--- src/rtl/hazard_ctrl_sb_pkg.sv ---
`default_nettype none
// ============================================================================
// Module      : hazard_ctrl_sb_pkg
// Description : Shared types and stage indices for the hazard controller.
// Revision    : 1.0 - initial release
// ============================================================================
package hazard_ctrl_sb_pkg;

    typedef enum logic [1:0] {
        HZ_RUN    = 2'd0,
        HZ_DRAIN  = 2'd1,
        HZ_HALTED = 2'd2
    } hz_state_t;

    localparam int F2D = 0;
    localparam int D2E = 1;
    localparam int E2M = 2;
    localparam int M2W = 3;

    // Which RUN-mode priority rule won this cycle
    typedef enum logic [2:0] {
        RULE_MEM    = 3'd0,
        RULE_BRANCH = 3'd1,
        RULE_DSTALL = 3'd2,
        RULE_IMISS  = 3'd3,
        RULE_NONE   = 3'd4
    } run_rule_t;

endpackage
`default_nettype wire

--- src/rtl/hazard_ctrl_sb_scoreboard.sv ---
`default_nettype none
// ============================================================================
// Module      : hazard_scoreboard
// Description : Pending-register / busy-unit tracking for multi-cycle units.
// Revision    : 1.0 - initial release
// ============================================================================
module hazard_scoreboard #(
    parameter int NUM_MC = 2,
    parameter int REG_W  = 5
) (
    input  logic                  clk,
    input  logic                  rst,
    input  logic [NUM_MC-1:0]     issue,
    input  logic [NUM_MC-1:0]     mc_done,
    input  logic [REG_W-1:0]      id_rd,
    output logic [2**REG_W-1:0]   pend,
    output logic [NUM_MC-1:0]     busy
);
    localparam int NREG = 2**REG_W;

    logic [NREG-1:0]   pend_q, pend_d;
    logic [NUM_MC-1:0] busy_q, busy_d;
    logic [REG_W-1:0]  tag_q [NUM_MC];
    logic [REG_W-1:0]  tag_d [NUM_MC];

    // Completions are applied first so a same-cycle issue to the same reg wins
    always_comb begin
        pend_d = pend_q;
        busy_d = busy_q;
        tag_d  = tag_q;
        for (int u = 0; u < NUM_MC; u++) begin
            if (mc_done[u] && busy_q[u]) begin
                busy_d[u]         = 1'b0;
                pend_d[tag_q[u]]  = 1'b0;
            end
        end
        for (int u = 0; u < NUM_MC; u++) begin
            if (issue[u]) begin
                busy_d[u] = 1'b1;
                tag_d[u]  = id_rd;
                if (id_rd != '0) begin
                    pend_d[id_rd] = 1'b1;
                end
            end
        end
    end

    always_ff @(posedge clk) begin
        if (rst) begin
            pend_q <= '0;
            busy_q <= '0;
            for (int u = 0; u < NUM_MC; u++) begin
                tag_q[u] <= '0;
            end
        end else begin
            pend_q <= pend_d;
            busy_q <= busy_d;
            tag_q  <= tag_d;
        end
    end

    assign pend = pend_q;
    assign busy = busy_q;

endmodule
`default_nettype wire

--- src/rtl/hazard_ctrl_sb.sv ---
`default_nettype none
// ============================================================================
// Module      : hazard_ctrl_sb
// Description : Pipeline stall/flush control with MC scoreboard and halt drain.
// Revision    : 1.0 - initial release
// ============================================================================
module hazard_ctrl_sb
    import hazard_ctrl_sb_pkg::*;
#(
    parameter int NUM_MC      = 2,
    parameter int REG_W       = 5,
    parameter int STALL_CNT_W = 16
) (
    input  logic                   clk,
    input  logic                   rst,
    input  logic                   halt,
    input  logic                   ihit,
    input  logic                   dhit,
    input  logic                   dread,
    input  logic                   dwrite,
    input  logic                   branch_flush,
    input  logic                   ex_dread,
    input  logic [REG_W-1:0]       ex_rd,
    input  logic [REG_W-1:0]       id_rs1,
    input  logic [REG_W-1:0]       id_rs2,
    input  logic                   id_use_rs1,
    input  logic                   id_use_rs2,
    input  logic [REG_W-1:0]       id_rd,
    input  logic                   id_wen,
    input  logic [NUM_MC-1:0]      id_mc_req,
    input  logic [NUM_MC-1:0]      mc_done,
    output logic [3:0]             stage_en,
    output logic [3:0]             stage_flush,
    output logic                   halted,
    output logic [STALL_CNT_W-1:0] stall_cycles
);
    hz_state_t              state_q, state_d;
    logic [1:0]             drain_cnt_q, drain_cnt_d;
    logic [STALL_CNT_W-1:0] stall_q, stall_d;

    logic [2**REG_W-1:0]    w_pend;
    logic [NUM_MC-1:0]      w_busy;
    logic [NUM_MC-1:0]      w_issue;
    logic w_load_use, w_sb_raw, w_sb_waw, w_sb_struct, w_mem_stall, w_dstall;
    run_rule_t              w_rule;

    assign w_load_use  = ex_dread && (ex_rd != '0) &&
                         ((id_use_rs1 && (id_rs1 == ex_rd)) || (id_use_rs2 && (id_rs2 == ex_rd)));
    assign w_sb_raw    = (id_use_rs1 && (id_rs1 != '0) && w_pend[id_rs1]) ||
                         (id_use_rs2 && (id_rs2 != '0) && w_pend[id_rs2]);
    assign w_sb_waw    = id_wen && (id_rd != '0) && w_pend[id_rd];
    assign w_sb_struct = |(id_mc_req & w_busy & ~mc_done);
    assign w_mem_stall = (dread || dwrite) && !dhit;
    assign w_dstall    = w_load_use || w_sb_raw || w_sb_waw || w_sb_struct;

    always_comb begin
        if (w_mem_stall)       w_rule = RULE_MEM;
        else if (branch_flush) w_rule = RULE_BRANCH;
        else if (w_dstall)     w_rule = RULE_DSTALL;
        else if (!ihit)        w_rule = RULE_IMISS;
        else                   w_rule = RULE_NONE;
    end

    // State register
    always_ff @(posedge clk) begin
        if (rst) begin
            state_q     <= HZ_RUN;
            drain_cnt_q <= 2'd0;
            stall_q     <= '0;
        end else begin
            state_q     <= state_d;
            drain_cnt_q <= drain_cnt_d;
            stall_q     <= stall_d;
        end
    end

    // Next-state
    always_comb begin
        state_d     = state_q;
        drain_cnt_d = drain_cnt_q;
        stall_d     = stall_q;
        case (state_q)
            HZ_RUN: begin
                if (halt && (w_rule == RULE_IMISS || w_rule == RULE_NONE)) begin
                    state_d = HZ_DRAIN;
                end
                if (w_rule == RULE_DSTALL && !(&stall_q)) begin
                    stall_d = stall_q + 1'b1;
                end
            end
            HZ_DRAIN: begin
                if (!w_mem_stall && drain_cnt_q != 2'd3) begin
                    drain_cnt_d = drain_cnt_q + 2'd1;
                end
                if (drain_cnt_q == 2'd3 && w_pend == '0 && !(dread || dwrite)) begin
                    state_d = HZ_HALTED;
                end
            end
            default: state_d = HZ_HALTED;
        endcase
    end

    // Outputs, bits ordered {M2W,E2M,D2E,F2D}
    always_comb begin
        stage_en    = 4'b1111;
        stage_flush = 4'b0000;
        if (rst) begin
            stage_flush = 4'b1111;
        end else begin
            case (state_q)
                HZ_RUN: begin
                    case (w_rule)
                        RULE_MEM:    begin stage_en = 4'b1000; stage_flush = 4'b1000; end
                        RULE_BRANCH: stage_flush = 4'b0011;
                        RULE_DSTALL: begin stage_en = 4'b1110; stage_flush = 4'b0010; end
                        RULE_IMISS:  stage_flush = 4'b0001;
                        default:     stage_flush = 4'b0000;
                    endcase
                end
                HZ_DRAIN: begin
                    // E must not be overwritten with a bubble while M is frozen
                    if (w_mem_stall) begin
                        stage_en    = 4'b1001;
                        stage_flush = 4'b1001;
                    end else begin
                        stage_flush = 4'b0011;
                    end
                end
                default: begin
                    stage_en    = 4'b0000;
                    stage_flush = 4'b0000;
                end
            endcase
        end
    end

    assign w_issue      = id_mc_req & {NUM_MC{stage_en[D2E] & ~stage_flush[D2E]}};
    assign halted       = (state_q == HZ_HALTED);
    assign stall_cycles = stall_q;

    hazard_scoreboard #(
        .NUM_MC (NUM_MC),
        .REG_W  (REG_W)
    ) u_scoreboard (
        .clk     (clk),
        .rst     (rst),
        .issue   (w_issue),
        .mc_done (mc_done),
        .id_rd   (id_rd),
        .pend    (w_pend),
        .busy    (w_busy)
    );

endmodule
`default_nettype wire

--- config.mk ---
export PLATFORM = sky130hd
export DESIGN_NAME = hazard_ctrl_sb
export DESIGN_NICKNAME = d
export VERILOG_FILES = /design/src/rtl/hazard_ctrl_sb_pkg.sv /design/src/rtl/hazard_ctrl_sb_scoreboard.sv /design/src/rtl/hazard_ctrl_sb.sv
export SDC_FILE = /design/constraint.sdc
export NUM_CORES = 1
export LEC_CHECK = 0
export BUFFER_PORTS_ARGS = -buffer_cell sky130_fd_sc_hd__buf_2
export CAP_MARGIN = 20
export CORE_MARGIN = 5
export CORE_UTILIZATION = 48
export DETAILED_ROUTE_END_ITERATION = 8
export GPL_TIMING_DRIVEN = 0
export HOLD_SLACK_MARGIN = 0.15
export PLACE_DENSITY = 0.68
export SYNTH_ARGS = -nofsm -noshare
export SYNTH_HDL_FRONTEND = slang
export SYNTH_HIERARCHICAL = 1
export SYNTH_SLANG_ARGS = --single-unit
export TNS_END_PERCENT = 100
--- constraint.sdc ---
create_clock -name clk -period 4 [get_ports clk]
set_clock_uncertainty 0.2 [all_clocks]
set_input_delay 0.8 -clock clk [delete_from_list [all_inputs] [get_ports clk]]
set_output_delay 0.8 -clock clk [all_outputs]
set_load 0.02 [all_outputs]
==> impl_metrics.sql <==
INSERT INTO impl_metrics (metric_group, metric, value, unit) VALUES
('outcome', 'run_status', 'finished with violations', ''),
('outcome', 'failed_checks', 'setup timing', ''),
('finish', 'num-fill-cells', '790', ''),
('sta', 'tightestPinTransition', '0.558', 'ns'),
('global_routing', 'grtUsageTotal', '23.8', '%'),
('finish', 'finalNetCount', '604', ''),
('die', 'die_area', '11000', 'µm²'),
('synth', 'ys_dominant_reg_cell', 'sky130_fd_sc_hd__dfxtp_1', ''),
('routing', 'detailroute.via_count', '4431', ''),
('clock_tree', 'count_of_hold_buffers_inserted_by_post_cts_repair', '0', ''),
('sta', 'final.setup.worst_slack', '-0.102', 'ns'),
('sta', 'setup-violations-final', '15', ''),
('power', 'max-vdd-ir-drop', '237', 'µV'),
('synth', 'post_synth_main_area_contributors', 'sky130_fd_sc_hd__dfxtp_1 30%, sky130_fd_sc_hd__mux4_2 7.8%, sky130_fd_sc_hd__o32ai_1 6.3%', ''),
('synth', 'synth_sequential_area_ratio', '29.8', '%'),
('worst_setup_path', 'worstReg2RegStart', 'u_scoreboard/pend[19]$_SDFF_PP0_', ''),
('clock_tree', 'clock_tree.buffer_depth', '2', ''),
('sta', 'achievable-frequency', '0.244', 'GHz'),
('worst_setup_path', 'crit_required', '3.00', 'ns'),
('finish', 'most_common_library_cell_in_the_layout_ignoring_fill_and_taps', 'sky130_fd_sc_hd__dfxtp_1', ''),
('synth', 'synth_nets', '521', ''),
('synth', 'synth_enable_flop_cells', '0', ''),
('synth', 'post_synth_inst_count', '483', ''),
('routing', 'vias_per_cell', '6.54', ''),
('die', 'floorplan.initialDensity', '49.4', '%'),
('synth', 'synthesized_area_per_cell', '8.92', 'µm²'),
('worst_hold_path', 'worstHoldPathType', 'reg2reg', ''),
('clock_tree', 'clkTransAtPathRegs', '0.07', 'ns'),
('finish', 'num_antenna_cells', '0', ''),
('power', 'power-per-cell-area', '262', 'nW/µm²'),
('routing', 'totalWireLength', '13400', 'µm'),
('die', 'die_h', '105', 'µm'),
('routing', 'detail_route.iter0.violations', '461', ''),
('synth', 'syn_area', '4310', 'µm²'),
('synth', 'yosysUniqueCellTypes', '64', ''),
('finish', 'fin_util', '60.2', '%'),
('worst_setup_path', 'critical_path_peak_fanout', '3', ''),
('finish', 'final_design_area_no_fill', '5250', 'µm²'),
('synth', 'ys_seq_elements', '64', ''),
('routing', 'detail-route-antenna-nets', '0', ''),
('worst_hold_path', 'hold_worst_path_end', 'u_scoreboard/pend[0]$_SDFF_PP0_', ''),
('sta', 'rsz0062_at_grt', 'yes', ''),
('clock_tree', 'ctsHtreeMaxLevel', '3', ''),
('global_routing', 'maximum_number_of_pins_on_one_net_before_global_route_repair', '12', ''),
('worst_setup_path', 'cp_data_arrival_time', '3.10', 'ns'),
('die', 'ioPinCount', '61', ''),
('placed_design', 'number_of_port_buffers', '56', ''),
('finish', 'drive_gt1_share', '27.4', '%'),
('clock_tree', 'clkLatencyLatePin', '0.35', 'ns'),
('worst_hold_path', 'whs_path_depth', '1', ''),
('sta', 'hold_slack', '0.285', 'ns'),
('clock_tree', 'clock_sink_count', '64', ''),
('die', 'core_region_area', '8720', 'µm²'),
('sta', 'timing_hold_violations_final', '0', ''),
('die', 'row_count', '34', ''),
('sta', 'fin_crit_sh', '103', '%'),
('clock_tree', 'cts_root_buf', 'sky130_fd_sc_hd__clkbuf_8', ''),
('synth', 'ys_async_sr_fraction', '0', '%'),
('global_routing', 'number_of_antenna_violations_at_the_first_check_in_global_routing', '0', ''),
('worst_hold_path', 'hold_start', 'u_scoreboard/pend[0]$_SDFF_PP0_', ''),
('worst_setup_path', 'timing.setup.critical_path_class', 'in2out', ''),
('synth', 'yosys_warnings', '6', ''),
('die', 'die_width', '105', 'µm'),
('power', 'static-leakage-power', '1.88', 'nW'),
('clock_tree', 'cts_inserted_buffers', '9', ''),
('finish', 'mostFrequentLayoutCells', '64 x sky130_fd_sc_hd__dfxtp_1, 61 x sky130_fd_sc_hd__buf_2, 35 x sky130_fd_sc_hd__inv_1', ''),
('power', 'finalPower', '0.00137', 'W'),
('worst_setup_path', 'worst_r2r_path_depth', '15', ''),
('sta', 'timing.slew.headroom', '62.8', '%'),
('sta', 'report.final.slew_viol_count', '0', ''),
('routing', 'drc', '0', '');
==> sequential cells by signal, indices dropped and copies added, names as in the netlist <==
register / count
state_q: 2
u_scoreboard/tag_q: 10
u_scoreboard/busy: 2
drain_cnt_q: 2
stall_cycles: 16
u_scoreboard/pend: 32
==> cells in the mapped netlist, types with 4 or more instances <==
cell	count
sky130_fd_sc_hd__dfxtp_1	64
sky130_fd_sc_hd__inv_1	35
sky130_fd_sc_hd__o22ai_1	33
sky130_fd_sc_hd__nor2_1	31
sky130_fd_sc_hd__o32ai_1	31
sky130_fd_sc_hd__mux2i_1	24
sky130_fd_sc_hd__nand2_1	23
sky130_fd_sc_hd__nand3_1	18
sky130_fd_sc_hd__mux4_2	15
sky130_fd_sc_hd__a21oi_1	13
sky130_fd_sc_hd__or3_1	11
sky130_fd_sc_hd__buf_2	10
sky130_fd_sc_hd__nand3b_1	10
sky130_fd_sc_hd__nand4_1	10
sky130_fd_sc_hd__nor2b_1	10
sky130_fd_sc_hd__nor4_1	10
sky130_fd_sc_hd__xor2_1	9
sky130_fd_sc_hd__and3_1	8
sky130_fd_sc_hd__nor3_1	8
sky130_fd_sc_hd__clkbuf_1	7
sky130_fd_sc_hd__o21ai_1	7
sky130_fd_sc_hd__mux2_1	6
sky130_fd_sc_hd__mux2_2	6
sky130_fd_sc_hd__nand2b_1	6
sky130_fd_sc_hd__nand4b_1	6
sky130_fd_sc_hd__or3b_1	6
sky130_fd_sc_hd__and2_1	4
sky130_fd_sc_hd__buf_4	4
==> kinds of logic after synthesis <==
kind of cell / Yosys count / share of synthesized area, %
simple gates: 180 / 24.3
compound gates: 110 / 19.5
fa+ha+maj: 2 / 0.581
buf+inv: 63 / 6.51
xor+xnor: 12 / 2.44
mux: 52 / 16.9
flops: 64 / 29.8
==> timing repair <==
item	in CTS	in global routing
setup buffers	10	7
gates resized for setup	26	27
setup endpoints to repair	33	33
pin swaps	5	6
==> per-stage QoR <==
stage          TNS [ns]  instances  setup slack (ns)
6_report         -0.791        678            -0.102
5_1_grt           -2.15        678            -0.213
4_1_cts           -1.13        673            -0.109
3_5_place_dp     -23.13        648            -0.712
3_3_place_gp     -21.72        647            -0.667
2_1_floorplan         0        483            0.0337
==> layout make-up <==
class                           count  area, µm²  area share, %
Buffer                             25        189           3.60
Clock buffer                       11        131           2.50
Clock inverter                      4       22.5          0.429
Inverter                           36        135           2.58
Multi-Input combinational cell    356       2900           55.4
Sequential cell                    64       1280           24.4
Tap cell                          108        135           2.58
Timing Repair Buffer               74        448           8.54
==> worst max-delay path by stage <==
stage	from	to	slack [ns]	cells after the start
2_1_floorplan	id_rs2[0]	stage_flush[1]	0.03	10
3_3_place_gp	id_rd[1]	u_scoreboard/pend[28]$_SDFF_PP0_	-0.67	14
3_5_place_dp	id_rd[1]	u_scoreboard/pend[20]$_SDFF_PP0_	-0.71	14
4_1_cts	id_rd[1]	stage_flush[1]	-0.11	12
5_1_grt	id_rd[1]	stage_flush[0]	-0.21	11
6_report	id_rd[1]	stage_flush[0]	-0.10	11
==> power breakdown <==
group | leakage [nW] | total, W | switching (W) | internal (W)
registers | 0.516 | 0.000657 | 0.0000117 | 0.000645
clock network | 0.0789 | 0.000463 | 0.000245 | 0.000218
logic | 1.29 | 0.000255 | 0.000145 | 0.000110
==> layer usage <==
| metal | track usage (%) | up-vias | wire [µm] |
|---|---|---|---|
| li1 | - | 2039 | - |
| met1 | 32.4 | 2150 | 5790 |
| met2 | 37.0 | 204 | 6200 |
| met3 | 3.64 | 38 | 985 |
| met4 | 11.1 | 0 | 399 |
| met5 | 0 | - | 0 |
==> worst max-delay path: stages <==
cell and delay (ns):
sky130_fd_sc_hd__buf_12 0.09, sky130_fd_sc_hd__buf_12 0.09, sky130_fd_sc_hd__mux4_2 0.49, sky130_fd_sc_hd__nor4b_4 0.14
sky130_fd_sc_hd__a211o_1 0.33, sky130_fd_sc_hd__a2111oi_4 0.35, sky130_fd_sc_hd__o2111ai_4 0.23, sky130_fd_sc_hd__nor3_1 0.20
sky130_fd_sc_hd__o21ai_0 0.10, sky130_fd_sc_hd__nand3_1 0.09, sky130_fd_sc_hd__buf_2 0.18
Power figures use the tool's default switching activity.
